File: src/rtl/wb_pkg.sv
// Shared types and constants for the writeback stage and its load aligner.
package wb_pkg;
    localparam int REG_IDX_W = 5;
    localparam int XLEN      = 32;

    typedef enum logic [1:0] {
        LOAD_BYTE = 2'd0,
        LOAD_HALF = 2'd1,
        LOAD_WORD = 2'd2
    } load_size_e;

    typedef enum logic {
        IDLE      = 1'b0,
        WAIT_LOAD = 1'b1
    } state_e;
endpackage

File: src/rtl/load_align.sv
// Combinational load-data lane select and sign/zero extension, plus the
// misaligned-access check for the given size/offset.
module load_align
    import wb_pkg::*;
(
    input  logic [XLEN-1:0] data_i,
    input  logic [1:0]      size_i,
    input  logic [1:0]      offset_i,
    input  logic            unsigned_i,
    output logic [XLEN-1:0] value_o,
    output logic            misaligned_o
);
    logic [7:0]  byte_lane;
    logic [15:0] half_lane;

    function automatic logic [XLEN-1:0] extend_byte(input logic [7:0] b, input logic uns);
        logic signed [7:0]      sb;
        logic signed [XLEN-1:0] sx;
        sb = b;
        sx = sb;
        return uns ? {{(XLEN-8){1'b0}}, b} : sx;
    endfunction

    function automatic logic [XLEN-1:0] extend_half(input logic [15:0] h, input logic uns);
        logic signed [15:0]     sh;
        logic signed [XLEN-1:0] sx;
        sh = h;
        sx = sh;
        return uns ? {{(XLEN-16){1'b0}}, h} : sx;
    endfunction

    always_comb begin
        case (offset_i)
            2'd0:    byte_lane = data_i[7:0];
            2'd1:    byte_lane = data_i[15:8];
            2'd2:    byte_lane = data_i[23:16];
            default: byte_lane = data_i[31:24];
        endcase
        half_lane = offset_i[1] ? data_i[31:16] : data_i[15:0];

        value_o      = data_i;
        misaligned_o = 1'b0;
        case (size_i)
            LOAD_BYTE: value_o = extend_byte(byte_lane, unsigned_i);
            LOAD_HALF: begin
                value_o      = extend_half(half_lane, unsigned_i);
                misaligned_o = offset_i[0];
            end
            // word and the reserved encoding behave identically
            default:   misaligned_o = (offset_i != 2'd0);
        endcase
    end
endmodule

File: src/rtl/writeback.sv
// Writeback stage: accepts completed instructions, waits for load data,
// and issues one registered register-file write per accepted instruction.
module writeback
    import wb_pkg::*;
(
    input  logic                 clk_i,
    input  logic                 rst_ni,
    input  logic                 input_valid_i,
    output logic                 input_ready_o,
    input  logic                 reg_write_i,
    input  logic [REG_IDX_W-1:0] reg_addr_i,
    input  logic [XLEN-1:0]      result_i,
    input  logic                 is_load_i,
    input  logic [1:0]           load_size_i,
    input  logic                 load_unsigned_i,
    input  logic [1:0]           load_offset_i,
    input  logic                 ldata_valid_i,
    input  logic [XLEN-1:0]      ldata_i,
    output logic                 write_o,
    output logic [REG_IDX_W-1:0] waddr_o,
    output logic [XLEN-1:0]      wdata_o,
    output logic                 pending_o,
    output logic [REG_IDX_W-1:0] pending_addr_o,
    output logic                 misaligned_o
);
    state_e               state_q, state_d;
    logic                 ready_p1, write_p1, pending_p1, misaligned_p1;
    logic [REG_IDX_W-1:0] waddr_p1, pending_addr_p1;
    logic [XLEN-1:0]      wdata_p1;

    logic [REG_IDX_W-1:0] ld_addr_p1;
    logic [1:0]           ld_size_p1, ld_offset_p1;
    logic                 ld_unsigned_p1, ld_wr_p1;

    logic                 accept, wr_en, accept_nl, accept_ld, load_done;
    logic [1:0]           al_size, al_offset;
    logic                 al_unsigned, al_misaligned;
    logic [XLEN-1:0]      al_value;

    // In IDLE the aligner checks the incoming request (data is don't-care);
    // in WAIT_LOAD it aligns the returning data with the latched fields.
    assign al_size     = (state_q == WAIT_LOAD) ? ld_size_p1     : load_size_i;
    assign al_offset   = (state_q == WAIT_LOAD) ? ld_offset_p1   : load_offset_i;
    assign al_unsigned = (state_q == WAIT_LOAD) ? ld_unsigned_p1 : load_unsigned_i;

    load_align u_load_align (
        .data_i       (ldata_i),
        .size_i       (al_size),
        .offset_i     (al_offset),
        .unsigned_i   (al_unsigned),
        .value_o      (al_value),
        .misaligned_o (al_misaligned)
    );

    assign accept    = input_valid_i & ready_p1;
    assign wr_en     = reg_write_i & (reg_addr_i != '0);
    assign accept_nl = accept & ~is_load_i;
    assign accept_ld = accept & is_load_i & ~al_misaligned;
    assign load_done = (state_q == WAIT_LOAD) & ldata_valid_i;

    always_comb begin
        state_d = state_q;
        case (state_q)
            IDLE:      if (accept_ld) state_d = WAIT_LOAD;
            WAIT_LOAD: if (ldata_valid_i) state_d = IDLE;
            default:   state_d = IDLE;
        endcase
    end

    // Stage p0 -> p1: control and write-port registers
    always_ff @(posedge clk_i or negedge rst_ni) begin
        if (!rst_ni) begin
            state_q         <= IDLE;
            ready_p1        <= 1'b1;
            write_p1        <= 1'b0;
            pending_p1      <= 1'b0;
            misaligned_p1   <= 1'b0;
            waddr_p1        <= '0;
            wdata_p1        <= '0;
            pending_addr_p1 <= '0;
        end else begin
            state_q       <= state_d;
            ready_p1      <= (state_d == IDLE);
            write_p1      <= (accept_nl & wr_en) | (load_done & ld_wr_p1);
            misaligned_p1 <= accept & is_load_i & al_misaligned;

            if (accept_nl & wr_en) begin
                waddr_p1 <= reg_addr_i;
                wdata_p1 <= result_i;
            end else if (load_done & ld_wr_p1) begin
                waddr_p1 <= ld_addr_p1;
                wdata_p1 <= al_value;
            end

            // Pending stays up through the write cycle of a load
            if (accept & wr_en & ~(is_load_i & al_misaligned)) begin
                pending_p1      <= 1'b1;
                pending_addr_p1 <= reg_addr_i;
            end else if (state_q != WAIT_LOAD) begin
                pending_p1 <= 1'b0;
            end
        end
    end

    always_ff @(posedge clk_i) begin
        if (accept_ld) begin
            ld_addr_p1     <= reg_addr_i;
            ld_size_p1     <= load_size_i;
            ld_offset_p1   <= load_offset_i;
            ld_unsigned_p1 <= load_unsigned_i;
            ld_wr_p1       <= wr_en;
        end
    end

    assign input_ready_o  = ready_p1;
    assign write_o        = write_p1;
    assign waddr_o        = waddr_p1;
    assign wdata_o        = wdata_p1;
    assign pending_o      = pending_p1;
    assign pending_addr_o = pending_addr_p1;
    assign misaligned_o   = misaligned_p1;
endmodule

File: config.mk
export PLATFORM = sky130hd
export DESIGN_NAME = writeback
export DESIGN_NICKNAME = d
export VERILOG_FILES = /design/src/rtl/wb_pkg.sv /design/src/rtl/load_align.sv /design/src/rtl/writeback.sv
export SDC_FILE = /design/constraint.sdc
export NUM_CORES = 1
export LEC_CHECK = 0
export CAP_MARGIN = 20
export CORE_MARGIN = 2
export CORE_UTILIZATION = 45
export DETAILED_ROUTE_END_ITERATION = 8
export GPL_TIMING_DRIVEN = 0
export PLACE_DENSITY_LB_ADDON = 0.05
export SLEW_MARGIN = 25
export SYNTH_ARGS = -nofsm -noshare
export SYNTH_HDL_FRONTEND = slang
export SYNTH_SLANG_ARGS = --single-unit
File: constraint.sdc
create_clock -name clk_i -period 2.9 [get_ports clk_i]
set_input_delay 0.58 -clock clk_i [delete_from_list [all_inputs] [get_ports clk_i]]
set_output_delay 0.58 -clock clk_i [all_outputs]
set_load 0.01 [all_outputs]
==> flow_metrics.tcl, run 1 <==
set metrics [dict create \
    gp_congestion 0.857 \
    internal_reg_to_reg_setup_slack_ps 540 \
    p_switching_uw 968 \
    layout-area-overhead-vs-synth_pct 52.0 \
    antennaDiodeCount 0 \
    ys_async_sr_fraction_pct 81.0 \
    share_clk_of_total_power_pct 29.2 \
    drive_above_1_share_pct 14.1 \
    cts.htree.levels 3 \
    timing_max_transition_violations_final 0 \
    post-place-cells 511 \
    coreArea_um2 6680 \
    slew_headroom_pct 35.3 \
    finalHoldViolCount 0 \
    cp_max_fo 10 \
    achievable-frequency_ghz 0.376 \
    chipHeight_um 86.6 \
    layout.cells.most_common_list "clkdlybuf4s50_1 (124), dfrtp_1 (46), nand2_1 (42)" \
    antenna_violating_nets_post_route 0 \
    internal_power_mw 2.28 \
    hold-worst-slack_ps 237 \
    root_buffer "clkbuf_8" \
    yosysUniqueCellTypes 47 \
    ys_seq_elements 58 \
    synth_nets 386 \
    top_cell_type_s_share_of_synthesized_area_pct 37.5 \
    final.setup_skew_ps 9.96 \
    final_cell_count_no_fill 527 \
    post_cts_buffers 0 \
    seqPwrFrac_pct 35.6 \
    path_cells "clkdlybuf4s50_1 > nor4b_1 > a211oi_2 > a211oi_2 > nor4_4 > buf_6 > a211oi_2" \
    drt-pass1-iter-count 4 \
    switching_share_pct 29.8 \
    detail_route.wl_per_cell_um 18.7 \
    wp_data_arrival_ps 2920 \
    outcome "complete, no violations" \
    pre_cts_slack_ps -122 \
    finalWorstSetupSlack_ps 237 \
    final_common_cell "clkdlybuf4s50_1" \
    comb_power_share_pct 35.2 \
    drv_cap 0 \
    1st_iter_drt_viols 145 \
    ir_worst_vdd_uv 401 \
    r2r_cells 7 \
    cts.path.max_buffers 2 \
    cts.reportedPaths.clkPinSlew_ps 80 \
    synth.yosys.seq_area_share_pct 49.1 \
    port_buffers 125 \
    top_level_ports 126 \
    synth-warning-count 0 \
    power.density_nw_per_um2 696 \
    setup_viol 0 \
    tritoncts "yes" \
    grt_setup_unrepaired "no" \
    hold_class "primary input to asynchronous set/reset pin" \
    static-leakage-power_nw 1.80 \
    dpl_cell_area_um2 4420 \
    synthDominantAreaCellType "dfrtp_1" \
    grt_max_degree 48 \
    grt_usage_pct 27.0 \
    finalInstanceArea_um2 4670 \
    fin_tns_setup_ps 0 \
    detail_route.vias_per_cell 5.70 \
    cts_num_sinks 58 \
    floorplan_die_width_um 86.6 \
    crit-reg2reg-capture "ld_size_p1[0]" \
    post_synth_instance_area_um2 3070 \
    detailed_place_hpwl_um 7250 \
    first_global_vias 3078 \
    cpPeakStageDelay_ps 640 \
    r2r_start "state_q" \
    ys_top_cells_by_area "dfrtp_1 (37%), edfxtp_1 (11%), mux2_2 (5.1%), nand2_1 (5.1%), a211oi_2 (4.9%)" \
    num-nets-final 522 \
    final.period_utilization_pct 91.8 \
    placementRows 30 \
    antenna_found_initial 0 \
    detailroute.via_count 3002 \
    tritoncts.num_buffers 9 \
    initial_core_util_pct 46.0 \
    floorplan.die_area_um2 7500 \
    timing.critical_path.slowest_stage_cell "a211oi_2" \
    cts.repair.resized 0 \
    clk-insertion-delay-late_ps 350 \
    routed_wirelength_um 9860 \
    synth_top_flop_cell "dfrtp_1" \
    worst_pin_slew_ps 967 \
    route.detailed.drc 0 \
    synthesis.area_per_instance_um2 10.0 \
    setup.worst_path.start_class "primary input" \
    cts_hold_buffers_added 0 \
    timing_worst_setup_path_type "primary input to flop" \
    globalRoute.totalOverflow 0 \
    syn-instance-count 306 \
    grt_first_pass_wirelength_um 15600 \
    synth-edff-count 11 \
    worst_ep_required_time_ps 3150 \
    worst_setup_path_end_kind "flop" \
    critical-path-top-cell-by-count "a211oi_2" \
    min_period_ps 2660 \
]
worst max path at each step:
| stage | slack [ps] | cells past startpoint | startpoint | end |
|---|---|---|---|---|
| after global placement | -210 | 1 | rst_ni | pending_addr_o[2] |
| after global routing | 120 | 7 | reg_addr_i[0] | wdata_o[28] |
| after floorplan | 690 | 6 | reg_addr_i[0] | wdata_o[21] |
| after detailed placement | -120 | 7 | load_offset_i[1] | wdata_o[28] |
| final | 240 | 7 | load_offset_i[1] | wdata_o[27] |
| after CTS | 220 | 7 | load_offset_i[1] | wdata_o[28] |
kinds of logic (layout without fill, tap and decap cells):
logic type             count (synthesis)  after routing  share of synthesized area, %
AO/OA/AOI/OAI                         95             95                          23.3
buffers and inverters                 22            163                          3.59
flip-flops                            58             58                          49.1
multiplexers                          16             16                          6.07
AND/OR/NAND/NOR                      115            115                          17.9
sequential cells by signal (all words and copies together) (netlist names):
signal	cells
pending_addr_o	5
ld_offset_p1	2
pending_o	1
write_o	1
ld_addr_p1	5
ld_wr_p1	1
input_ready_o	1
ld_unsigned_p1	1
misaligned_o	1
ld_size_p1	2
waddr_o	5
wdata_o	32
state_q	1
cell type report:
type / count / area, um2
clock inverters: 7 / 124
inverters: 3 / 11.3
multi-input cells: 226 / 1450
fillers: 530 / 2010
clock buffers: 9 / 124
plain buffers: 19 / 98.8
flip-flops and latches: 58 / 1510
repair buffers: 125 / 1250
well taps: 80 / 100
cell usage after synthesis (2+ instances only):
| library cell | n |
|---|---|
| nand3_1 | 3 |
| nor3b_1 | 2 |
| o22ai_1 | 14 |
| nor2_1 | 33 |
| dfrtp_1 | 46 |
| edfxtp_1 | 11 |
| a2bb2oi_1 | 7 |
| inv_1 | 3 |
| clkbuf_1 | 9 |
| buf_2 | 7 |
| a211oi_2 | 12 |
| buf_6 | 2 |
| a211oi_1 | 8 |
| nand4b_1 | 3 |
| a221o_1 | 7 |
| mux2_2 | 14 |
| a21oi_1 | 9 |
| nor3_1 | 18 |
| nand2_1 | 42 |
| a31oi_1 | 6 |
| o21ai_0 | 20 |
| nand2b_1 | 3 |
| a21o_1 | 3 |
power by group through the flow:
stage	Combinational (mW)	Sequential, mW	Clock [mW]
after floorplan	0.399	1.26	0
after CTS	1.15	1.16	0.953
after detailed placement	1.14	1.17	0
after global placement	1.12	1.16	0
final	1.14	1.16	0.947
after global routing	1.22	1.18	0.994
metal layers:
metal / global-route usage (%) / vias up / part of all wire (%)
met1: 35.0 / 1454 / 44
met5: 0 / - / 0
met3: 4.86 / 18 / 5.5
li1: - / 1423 / -
met4: 10.8 / 0 / 2.5
met2: 44.9 / 107 / 48
critical path, delay by kind of cell:
family | cells | cell delay [ps]
buffers and inverters | 2 | 780
AOI/OAI and AO/OA | 3 | 920
and+or+nand+nor | 2 | 630
through the flow:
| stage | utilization, % | power, mW |
|---|---|---|
| floorplan | - | 1.66 |
| global placement | 66.2 | 2.28 |
| detailed placement | 66.1 | 2.31 |
| CTS | 69.9 | 3.26 |
| global route | 69.9 | 3.40 |
| finish | 69.9 | 3.25 |
Power figures use the tool's default switching activity.
==> run 2: changes to the inputs <==
--- a/config.mk
+++ b/config.mk
@@ -14,4 +14,5 @@
 export SLEW_MARGIN = 25
 export SYNTH_ARGS = -nofsm -noshare
 export SYNTH_HDL_FRONTEND = slang
+export SYNTH_HIERARCHICAL = 1
 export SYNTH_SLANG_ARGS = --single-unit
==> flow_metrics.tcl, run 2 <==
set metrics [dict create \
    gp_congestion 0.878 \
    globalRoute.totalOverflow 0 \
    detailed_place_hpwl_um 7030 \
    layout-area-overhead-vs-synth_pct 49.5 \
    ys_async_sr_fraction_pct 81.0 \
    routed_wirelength_um 9350 \
    clk-insertion-delay-late_ps 350 \
    detail_route.wl_per_cell_um 17.0 \
    cts_num_sinks 58 \
    setup.worst_path.start_class "flop" \
    cts.path.max_buffers 2 \
    worst_setup_path_end_kind "flop" \
    synthesis.area_per_instance_um2 10.3 \
    chipHeight_um 88.6 \
    achievable-frequency_ghz 0.378 \
    floorplan.die_area_um2 7850 \
    floorplan_die_width_um 88.6 \
    1st_iter_drt_viols 183 \
    timing_max_transition_violations_final 0 \
    grt_setup_unrepaired "no" \
    synthDominantAreaCellType "dfrtp_1" \
    detailroute.via_count 2882 \
    worst_pin_slew_ps 706 \
    ir_worst_vdd_uv 502 \
    initial_core_util_pct 46.9 \
    yosysUniqueCellTypes 34 \
    wp_data_arrival_ps 2860 \
    grt_first_pass_wirelength_um 14400 \
    hold-worst-slack_ps 240 \
    final_core_util_pct 70.1 \
    yosys.cell_count.top_type "dfrtp_1" \
    cts.htree.levels 3 \
    port_buffers 125 \
    post_cts_buffers 0 \
    antennaDiodeCount 0 \
    ys_seq_elements 58 \
    drt-pass1-iter-count 4 \
    top_level_ports 126 \
    ys_top_cells_by_area "dfrtp_1 (36%), mux2i_1 (13%), edfxtp_1 (10%), a21oi_1 (6.5%), nor2_1 (4.9%)" \
    critical-path-top-cell-by-count "buf_6" \
    outcome "complete, no violations" \
    area.sequential_um2 1510 \
    final.setup_skew_ps 10.1 \
    finalWorstSetupSlack_ps 255 \
    antenna_violating_nets_post_route 0 \
    synth.yosys.seq_area_share_pct 46.8 \
    min_period_ps 2650 \
    grt_max_degree 48 \
    tritoncts "yes" \
    post_synth_instance_area_um2 3220 \
    tritoncts.num_buffers 9 \
    power_mw 3.24 \
    finalInstanceArea_um2 4810 \
    timing_worst_setup_path_type "flop to flop" \
    synth.top_cells.by_count "dfrtp_1 (46), a21oi_1 (42), mux2i_1 (42), nor2_1 (42), nand2_1 (35)" \
    dpl_cell_area_um2 4590 \
    setup_viol 0 \
    syn-instance-count 314 \
    drv_cap 0 \
    filler_cell_count 587 \
    detail_route.vias_per_cell 5.23 \
    cts_hold_buffers_added 0 \
    pre_cts_slack_ps -247 \
    final.period_utilization_pct 91.2 \
    synth-warning-count 6 \
    synth_top_flop_cell "dfrtp_1" \
    hold_class "primary input to asynchronous set/reset pin" \
    grt_usage_pct 24.6 \
    cts.reportedPaths.clkPinSlew_ps 70 \
    synth_nets 394 \
    power.density_nw_per_um2 674 \
    antenna_found_initial 0 \
    placementRows 30 \
    top_cell_type_s_share_of_synthesized_area_pct 35.7 \
    coreArea_um2 6870 \
    largest_register_ff_count 32 \
    route.detailed.drc 0 \
    worst_ep_required_time_ps 3120 \
    synth-edff-count 11 \
    cts.repair.resized 0 \
    timing.critical_path.slowest_stage_cell "mux2_2" \
    num-nets-final 530 \
    cpPeakStageDelay_ps 400 \
    multi_input_comb_area_um2 1550 \
    cp_max_fo 10 \
    static-leakage-power_nw 2.27 \
    drive_above_1_share_pct 11.4 \
    internal_reg_to_reg_setup_slack_ps 250 \
    finalHoldViolCount 0 \
    layout.cells.most_common_list "clkdlybuf4s50_1 (124), dfrtp_1 (46), nor2_1 (42), mux2i_1 (42), a21oi_1 (42)" \
    root_buffer "clkbuf_8" \
    slew_headroom_pct 53.0 \
    path_cells "clkbuf_1 > mux2_2 > buf_6 > and2b_1 > buf_6 > a32oi_4 > o32a_4 > buf_8 > nand2_1 > mux2i_1 > a21oi_1" \
    final_common_cell "clkdlybuf4s50_1" \
    first_global_vias 2923 \
]
-- run 2: cell types whose count changed in the layout (fill, tap and decap cells not counted), sizes merged, moves of 7 or more --
cell	before	now
mux2i	1	42
a21oi	9	42
a211oi	20	0
o21ai	21	1
nor3	18	2
o22ai	14	0
nor2	34	42
a31oi	7	0
nand2	42	35
o22a	0	7
-- run 2: per-layer routing --
metal | GRT usage (%) | routed length, um | part of all wire, % | vias up
li1 | - | - | - | 1400
met5 | 0 | 0 | 0 | -
met3 | 6.44 | 771 | 8.3 | 12
met1 | 33.7 | 4170 | 45 | 1332
met2 | 37.5 | 4260 | 46 | 138
met4 | 9.92 | 142 | 1.5 | 0
-- run 2: path summary, 6_finish.rpt --
check	start	endpoint	cells past startpoint
worst max-delay path	state_q	wdata_o[17]	11
worst min-delay path	rst_ni	state_q	1
worst max register to register	state_q	wdata_o[17]	11
worst min register to register	pending_o	pending_o	1
max in group asynchronous	rst_ni	write_o	1
min in group clk_i	pending_o	pending_o	1
-- run 2: logic make-up after synthesis --
kind of cell,after synthesis,synth area share [%]
simple gates,93,12.9
compound gates,79,17.5
flops,58,46.8
mux,54,17.8
buf+inv,30,4.97
-- run 2: metrics by stage --
stage                     TNS (ps)  instances
after floorplan                  0        314
after global placement       -8510        535
after detailed placement     -2830        535
after CTS                        0        551
after global routing             0        551
final                            0        551
-- run 2: critical path: cells and delay by family, from the launching register on --
| family | cells | cell delay, ps |
|---|---|---|
| compound gates | 3 | 650 |
| mux | 2 | 530 |
| simple gates | 2 | 220 |
| buf+inv | 4 | 770 |
| flops | 1 | 330 |
-- run 2: report_power, final --
| part | internal, mW | switching, mW | total, mW |
|---|---|---|---|
| clock network | 0.504 | 0.333 | 0.837 |
| registers | 1.05 | 0.117 | 1.16 |
| logic | 0.724 | 0.520 | 1.24 |
| total | 2.27 | 0.969 | 3.24 |
-- run 2: area by class of cell --
| type | instances | share of cell area (%) |
|---|---|---|
| plain buffers | 25 | 2.99 |
| repair buffers | 125 | 25.9 |
| inverters | 5 | 0.468 |
| flip-flops and latches | 58 | 31.3 |
| clock inverters | 5 | 1.61 |
| clock buffers | 11 | 2.94 |
| well taps | 96 | 2.49 |
| multi-input cells | 226 | 32.3 |
==> run 3: changes to the inputs <==
--- a/config.mk
+++ b/config.mk
@@ -6,7 +6,8 @@
 export NUM_CORES = 1
 export LEC_CHECK = 0
 export CAP_MARGIN = 20
-export CORE_MARGIN = 2
+export CORE_ASPECT_RATIO = 0.5
+export CORE_MARGIN = 5
 export CORE_UTILIZATION = 45
 export DETAILED_ROUTE_END_ITERATION = 8
 export GPL_TIMING_DRIVEN = 0
==> flow_metrics.tcl, run 3 (synthesis gave the netlist of run 2 again) <==
set metrics [dict create \
    filler_cell_count 521 \
    cts.reportedPaths.clkPinSlew_ps 50 \
    coreArea_um2 6810 \
    hold-worst-slack_ps 200 \
    floorplan_die_width_um 130 \
    detailroute.via_count 2889 \
    static-leakage-power_nw 2.33 \
    grt_usage_pct 22.1 \
    hold_class "primary input to asynchronous set/reset pin" \
    setup.worst_path.start_class "flop" \
    clk-insertion-delay-late_ps 320 \
    route.detailed.drc 0 \
    crit-reg2reg-capture "pending_addr_o[4]" \
    cp_max_fo 10 \
    antenna_found_initial 0 \
    layout.cells.most_common_list "clkdlybuf4s50_1 (124), dfrtp_1 (46), nor2_1 (42), mux2i_1 (42), a21oi_1 (42)" \
    1st_iter_drt_viols 182 \
    internal_reg_to_reg_setup_slack_ps 230 \
    detail_route.vias_per_cell 5.27 \
    r2r_cells 10 \
    timing_max_transition_violations_final 0 \
    tritoncts.num_buffers 9 \
    post-place-cells 532 \
    slew_headroom_pct 48.4 \
    finalHoldViolCount 0 \
    power.density_nw_per_um2 716 \
    worst_pin_slew_ps 774 \
    grt_first_pass_wirelength_um 15700 \
    port_buffers 125 \
    cts.htree.levels 3 \
    floorplan.die_area_um2 9050 \
    final_core_util_pct 72.2 \
    ir_worst_vdd_uv 421 \
    worst_ep_required_time_ps 3110 \
    final.setup_skew_ps 3.51 \
    drv_cap 0 \
    dpl_cell_area_um2 4600 \
    largest_register_ff_count 32 \
    antenna_violating_nets_post_route 0 \
    wp_data_arrival_ps 2880 \
    detailed_place_hpwl_um 7580 \
    grt_setup_unrepaired "no" \
    worstSetupStartpoint "state_q" \
    chipHeight_um 69.8 \
    antennaDiodeCount 0 \
    placementRows 21 \
    final.period_utilization_pct 92.1 \
    initial_core_util_pct 47.3 \
    drt-pass1-iter-count 4 \
    drive_above_1_share_pct 11.2 \
    layout-area-overhead-vs-synth_pct 52.6 \
    fin_tns_setup_ps 0 \
    timing_worst_setup_path_type "flop to flop" \
    cts.path.max_buffers 2 \
    cts_num_sinks 58 \
    routed_wirelength_um 9650 \
    detail_route.wl_per_cell_um 17.6 \
    grt_max_degree 31 \
    min_period_ps 2670 \
    globalRoute.totalOverflow 0 \
    r2r_start "state_q" \
    cts_hold_buffers_added 0 \
    gp_congestion 0.892 \
    finalInstanceArea_um2 4910 \
    root_buffer "clkbuf_16" \
    num-nets-final 531 \
    setup_viol 0 \
    outcome "complete, no violations" \
    crit_path_end "pending_addr_o[4]" \
    first_global_vias 3180 \
    final_cell_count_no_fill 548 \
    top_level_ports 126 \
    final_common_cell "clkdlybuf4s50_1" \
    worst_setup_path_end_kind "flop" \
    achievable-frequency_ghz 0.375 \
    tritoncts "yes" \
]
run 3: cell types whose count changed in the layout (fill, tap and decap cells not counted):
cell,before,now
buf_4,1,0
clkbuf_16,0,9
buf_2,11,12
clkbuf_8,10,0
clkinv_1,0,1
clkinvlp_4,2,1
inv_1,4,5
buf_12,0,1
run 3: timing repair:
action | CTS | global route
buffers inserted | 0 | 0
resized for setup | 0 | 4
setup endpoints to repair | 0 | 17
run 3: layout make-up:
cell class | instances | area, um2 | area share, %
buffer | 25 | 144 | 2.93
tap | 92 | 115 | 2.34
inverter | 5 | 18.8 | 0.382
timing repair buffer | 126 | 1270 | 25.8
clock buffer | 10 | 229 | 4.66
clock inverter | 6 | 81.3 | 1.65
sequential | 58 | 1510 | 30.7
multi-input combinational | 226 | 1550 | 31.6
run 3: metrics by stage:
step | total power [mW] | worst slack [ps]
2_1_floorplan | 1.75 | 520
3_3_place_gp | 2.39 | -223
3_5_place_dp | 2.43 | -294
4_1_cts | 3.54 | 8.48
5_1_grt | 3.70 | 41.1
6_report | 3.52 | 230
run 3: power by group:
group          switching, mW  leakage (nW)  internal (mW)
Sequential             0.116         0.639           1.05
Clock                  0.354         0.150          0.745
Combinational          0.530          1.54          0.727
run 3: worst max-delay path: stages (launching register included):
cell and delay [ps]:
dfrtp_1 310, clkbuf_1 350, mux2_2 410, clkbuf_2 220, clkbuf_2 240, a21oi_1 170
nor2_1 110, nand2_1 80, and4_4 220, buf_6 130, mux2_4 300
run 3: worst min path at each step:
stage | startpoint | to | slack (ps) | depth (start not counted)
detailed placement | pending_addr_o[0] | pending_addr_o[0] | 500 | 1
finish | rst_ni | pending_addr_o[2] | 200 | 1
global placement | pending_o | pending_o | 470 | 1
floorplan | rst_ni | misaligned_o | 280 | 0
global route | rst_ni | pending_addr_o[1] | 220 | 1
CTS | rst_ni | waddr_o[1] | 200 | 1
run 3: per-layer routing:
layer	share of wire (%)	track usage, %	up-vias
li1	-	-	1402
met1	42	27.3	1396
met2	49	36.4	86
met3	8.6	8.38	5
met4	0.41	5.99	0
met5	0	0	-
